### config.mk
export PLATFORM = sky130hd
export DESIGN_NAME = cv32e40x_bch_resolve
export DESIGN_NICKNAME = d
export VERILOG_FILES = /design/src/rtl/cv32e40x_pkg.sv /design/src/rtl/cv32e40x_bch_perf_cnt.sv /design/src/rtl/cv32e40x_bch_resolve.sv
export SDC_FILE = /design/constraint.sdc
export NUM_CORES = 1
export LEC_CHECK = 0
export ABC_AREA = 1
export CORE_MARGIN = 2
export CORE_UTILIZATION = 45
export DETAILED_ROUTE_END_ITERATION = 16
export GPL_ROUTABILITY_DRIVEN = 0
export GPL_TIMING_DRIVEN = 0
export MAX_ROUTING_LAYER = met4
export PLACE_DENSITY = 0.77
export SLEW_MARGIN = 20
export SYNTH_ARGS = -nofsm -noshare
export SYNTH_HDL_FRONTEND = slang
export SYNTH_SLANG_ARGS = --single-unit
### constraint.sdc
create_clock -name clk -period 4.1 [get_ports clk]
set_input_delay 0.41 -clock clk [delete_from_list [all_inputs] [get_ports clk]]
set_output_delay 0.41 -clock clk [all_outputs]
set_load 0.03 [all_outputs]
### src/rtl/cv32e40x_pkg.sv
// Shared types and constants for the EX-stage branch resolution logic.
package cv32e40x_pkg;

  typedef enum logic {BR_IDLE, BR_WAIT} bch_res_state_e;

  localparam logic [31:0] PC_INC_32 = 32'd4;
  localparam logic [31:0] PC_INC_16 = 32'd2;

endpackage

### src/rtl/cv32e40x_bch_perf_cnt.sv
// Resolved-branch and misprediction counters, both 32-bit wrapping.
// Only instantiated when CV32E40X_BCH_PERF_CNT_EN is defined.
module cv32e40x_bch_perf_cnt (
  input  logic        clk,
  input  logic        rst,
  input  logic        resolve,
  input  logic        mispredict,
  output logic [31:0] bch_cnt,
  output logic [31:0] mispred_cnt
);

  // resolve already excludes killed cycles
  always_ff @(posedge clk) begin
    if (rst) begin
      bch_cnt     <= 32'd0;
      mispred_cnt <= 32'd0;
    end else begin
      if (resolve) begin
        bch_cnt <= bch_cnt + 32'd1;
      end
      if (resolve && mispredict) begin
        mispred_cnt <= mispred_cnt + 32'd1;
      end
    end
  end

endmodule

### src/rtl/cv32e40x_bch_resolve.sv
// EX-stage branch resolution: checks the ID static prediction against the ALU
// outcome and holds a fetch redirect on mispredict. Optional counters: CV32E40X_BCH_PERF_CNT_EN.
module cv32e40x_bch_resolve
  import cv32e40x_pkg::*;
(
  input  logic        clk,
  input  logic        rst,
  input  logic        id_valid_i,
  input  logic        ex_ready_i,
  input  logic        bch_id_i,
  input  logic        bch_prediction_id_i,
  input  logic [31:0] bch_target_id_i,
  input  logic [31:0] pc_id_i,
  input  logic        instr_compressed_id_i,
  input  logic        ex_valid_i,
  input  logic        branch_decision_ex_i,
  input  logic        kill_ex_i,
  input  logic        redirect_ack_i,
  output logic        redirect_req_o,
  output logic [31:0] redirect_pc_o,
  output logic        flush_if_id_o,
  output logic        ex_stall_o,
  output logic [31:0] bch_cnt_o,
  output logic [31:0] mispred_cnt_o
);

  bch_res_state_e state_q, state_n;
  logic        bch_q;
  logic        pred_q;
  logic [31:0] target_q;
  logic [31:0] fallthru_q;
  logic [31:0] pc_hold_q;

  logic        transfer;
  logic        resolve;
  logic        mispredict;
  logic [31:0] mis_pc;
  logic [31:0] fallthru;
  logic        hold_load;

  // Transfers arriving while a redirect is pending are dropped.
  assign transfer   = id_valid_i & ex_ready_i & (state_q == BR_IDLE);
  assign resolve    = bch_q & ex_valid_i & ~kill_ex_i;
  assign mispredict = branch_decision_ex_i != pred_q;
  assign mis_pc     = branch_decision_ex_i ? target_q : fallthru_q;
  assign fallthru   = pc_id_i + (instr_compressed_id_i ? PC_INC_16 : PC_INC_32);

  // State, EX branch register and held redirect address.
  always_ff @(posedge clk) begin
    if (rst) begin
      state_q    <= BR_IDLE;
      bch_q      <= 1'b0;
      pred_q     <= 1'b0;
      target_q   <= 32'd0;
      fallthru_q <= 32'd0;
      pc_hold_q  <= 32'd0;
    end else begin
      state_q <= state_n;
      if (kill_ex_i) begin
        bch_q <= 1'b0;
      end else if (transfer) begin
        bch_q      <= bch_id_i;
        pred_q     <= bch_prediction_id_i;
        target_q   <= bch_target_id_i;
        fallthru_q <= fallthru;
      end else if (resolve) begin
        bch_q <= 1'b0;
      end
      if (hold_load) begin
        pc_hold_q <= mis_pc;
      end
    end
  end

  // Next state and redirect outputs.
  always_comb begin
    state_n        = state_q;
    redirect_req_o = 1'b0;
    redirect_pc_o  = 32'd0;
    flush_if_id_o  = 1'b0;
    ex_stall_o     = 1'b0;
    hold_load      = 1'b0;
    case (state_q)
      BR_IDLE: begin
        if (resolve && mispredict) begin
          redirect_req_o = 1'b1;
          redirect_pc_o  = mis_pc;
          flush_if_id_o  = 1'b1;
          if (!redirect_ack_i) begin
            hold_load = 1'b1;
            state_n   = BR_WAIT;
          end else begin
            state_n = BR_IDLE;
          end
        end else begin
          state_n = BR_IDLE;
        end
      end
      BR_WAIT: begin
        // A kill hands the redirect over to the controller.
        if (kill_ex_i) begin
          state_n = BR_IDLE;
        end else begin
          redirect_req_o = 1'b1;
          redirect_pc_o  = pc_hold_q;
          flush_if_id_o  = 1'b1;
          ex_stall_o     = 1'b1;
          if (redirect_ack_i) begin
            state_n = BR_IDLE;
          end else begin
            state_n = BR_WAIT;
          end
        end
      end
      default: begin
        state_n = BR_IDLE;
      end
    endcase
  end

`ifdef CV32E40X_BCH_PERF_CNT_EN
  cv32e40x_bch_perf_cnt u_perf_cnt (
    .clk         (clk),
    .rst         (rst),
    .resolve     (resolve),
    .mispredict  (mispredict),
    .bch_cnt     (bch_cnt_o),
    .mispred_cnt (mispred_cnt_o)
  );
`else
  assign bch_cnt_o     = 32'd0;
  assign mispred_cnt_o = 32'd0;
`endif

endmodule

==> flow_summary.yaml <==
global_route:
  grt_pass1_vias: 5305
  track_usage_pct: 23.0
  antenna_found_initial: 0
  grt_max_degree: 17
  grt-ovfl-total: 0
  grt_pass1_wl_um: 25400
clock_network:
  holdBufCountCts: 0
  cts.htree.levels: 3
  cts.sinks: 99
  cts-root-buf: "clkbuf_16"
  clk_pin_slew_ns: 0.06
  cts_resized: 0
  cts_buffers: 9
  cts_tree: "yes"
  cts_setup_buffers: 0
  clockBufferDepth: 2
  worstSkewPairLatency_ns: 0.35
setup_path:
  cp-start-kind: "input pin"
  worstPathMaxFanout: 10
  crit_arrival_ns: 2.69
  critical_path.endpoint_type: "output port"
  crit_type: "in2out"
  cp_data_required_time_ns: 3.69
job:
  drv_cap: 0
timing:
  slew_viol_final: 0
  worst_pin_slew_ns: 0.570
  fmax_mhz: 323
  tns_ns: 0
  grt_setup_unrepaired: "false"
  worst_hold_slack_ns: 0.449
  finalHoldViolCount: 0
  skew_ns: 0.00491
  fin_crit_ns: 3.10
  relSlewSlack_pct: 62.0
  setup_slack_ns: 1.00
  fin_crit_sh_pct: 75.6
  setup_viol: 0
drt:
  routedWlPerCell_um: 12.7
  routed_wl_um: 15600
  viasPerCell: 4.71
  drc_errors: 0
  dr.pass1.iters: 6
  vias: 5788
  drtAntennaViolNets: 0
  drtIter0Drc: 505
power_and_ir_drop:
  switchingPower_mw: 0.640
  clock_power_share_pct: 38.6
  p_per_area_mw_per_mm2: 305
  power_frac_seq_pct: 43.2
  power_frac_comb_pct: 18.2
  power.leakage_nw: 3.30
  switching_share_pct: 27.3
  power.internal_mw: 1.70
  power_mw: 2.34
  ir_worst_vdd_uv: 208
synth:
  avgSynthCellArea_um2: 6.70
  ys_warn_count: 0
  ys_ff_latch: 99
  synthDistinctLibCells: 31
  synth_cells: 869
  syn_area_mm2: 0.00582
  ys_seq_area_share_pct: 34.1
die:
  core_area_mm2: 0.0126
  rows: 41
  die_x_um: 118
  die-area_mm2: 0.0139
  ios: 174
  start_util_pct: 46.1
  die_y_um: 118
final_layout:
  post-route-cell-area_mm2: 0.00768
  stdcell_count: 1229
  final_cell_mix: "nand2_1, inv_1, clkdlybuf4s50_1, dfxtp_1, nor2_1"
  drive_above_1_share_pct: 13.4
  fin_nets: 1130
  diodes: 0
  fin_util_pct: 60.9
  syn2layout_area_growth_pct: 32.0
  layout_commonest_cell: "nand2_1"
placed_design:
  dpl.hpwl_um: 12000
  dpl_cell_area_mm2: 0.00736
  pre_cts_ws_ns: 1.04
  port-buffer-count: 109
  dp_cells: 1213
hold_path:
  hold_class: "reg2reg"
outcome:
  status: "completed"
[state kept, by name, summed over array words and instances (netlist names)]
register,flops
bch_q,1
fallthru_q,32
pred_q,1
state_q,1
pc_hold_q,32
target_q,32
[cell usage after synthesis]
cell type	number	area share, %
xor2_1	6	0.90
buf_2	10	0.86
nand4_1	3	0.32
nor2_1	92	5.9
xnor2_1	6	0.90
buf_6	3	0.58
nand2_2	5	0.54
nor2_2	2	0.21
nor2_4	3	0.58
nand3_1	51	4.4
fa_1	1	0.34
o22ai_1	32	3.4
a21oi_2	30	4.5
o21ai_0	84	7.2
inv_2	3	0.19
nand3b_1	11	1.4
nand2_1	171	11
buf_4	68	8.8
nand3_2	1	0.17
clkbuf_2	1	0.086
ha_1	2	0.43
a211oi_1	1	0.13
a31oi_1	1	0.11
conb_1	1	0.064
dfxtp_1	99	34
nor3_1	1	0.086
clkbuf_1	24	1.5
inv_1	109	7.0
o21bai_1	2	0.26
a21oi_1	42	3.6
buf_1	4	0.26
[final cells by class]
cell class / instances / area [um^2]
fill: 1205 / 4940
buffer: 110 / 704
sequential: 99 / 1980
timing repair buffer: 109 / 1090
tap: 172 / 215
multi-input combinational: 611 / 2950
clock buffer: 9 / 225
clock inverter: 7 / 92.6
inverter: 112 / 420
[metal layers]
metal / wire, um / track usage [%]
met4: 269 / 7.45
met1: 7190 / 29.4
met3: 918 / 2.86
met2: 7170 / 37.8
met5: 0 / -
[power by group through the flow]
stage | Sequential, mW | Clock (mW) | Combinational, mW
4_1_cts | 1.01 | 0.908 | 0.420
2_1_floorplan | 1.03 | 0 | 0.284
6_report | 1.01 | 0.903 | 0.425
3_3_place_gp | 1.03 | 0 | 0.413
5_1_grt | 1.01 | 0.946 | 0.464
3_5_place_dp | 1.03 | 0 | 0.418
[path summary, 6_finish.rpt]
path                                           start                 to  slack, ns  cells after the start
worst min register to register           target_q[0]        target_q[0]       0.45                      2
worst min-delay path                     target_q[0]        target_q[0]       0.45                      2
worst max-delay path            branch_decision_ex_i  redirect_pc_o[21]       1.00                      6
worst max register to register                pred_q      pc_hold_q[17]       2.55                      7
[cells by family (layout without fill, tap and decap cells)]
kind of cell | after synthesis | count (layout) | share of synthesized area, %
buf+inv | 222 | 347 | 19.3
fa+ha+maj | 3 | 3 | 0.774
flops | 99 | 99 | 34.1
xor+xnor | 12 | 12 | 1.81
simple gates | 340 | 340 | 24.7
compound gates | 192 | 192 | 19.3
other cells | 1 | 64 | 0.0644
[critical path: stages]
cell and delay (ns):
clkdlybuf4s50_1 0.52, buf_2 0.23, clkbuf_1 0.35, o21ai_0 0.22
o22ai_1 0.25, clkdlybuf4s50_1 0.72
Power figures use the tool's default switching activity.
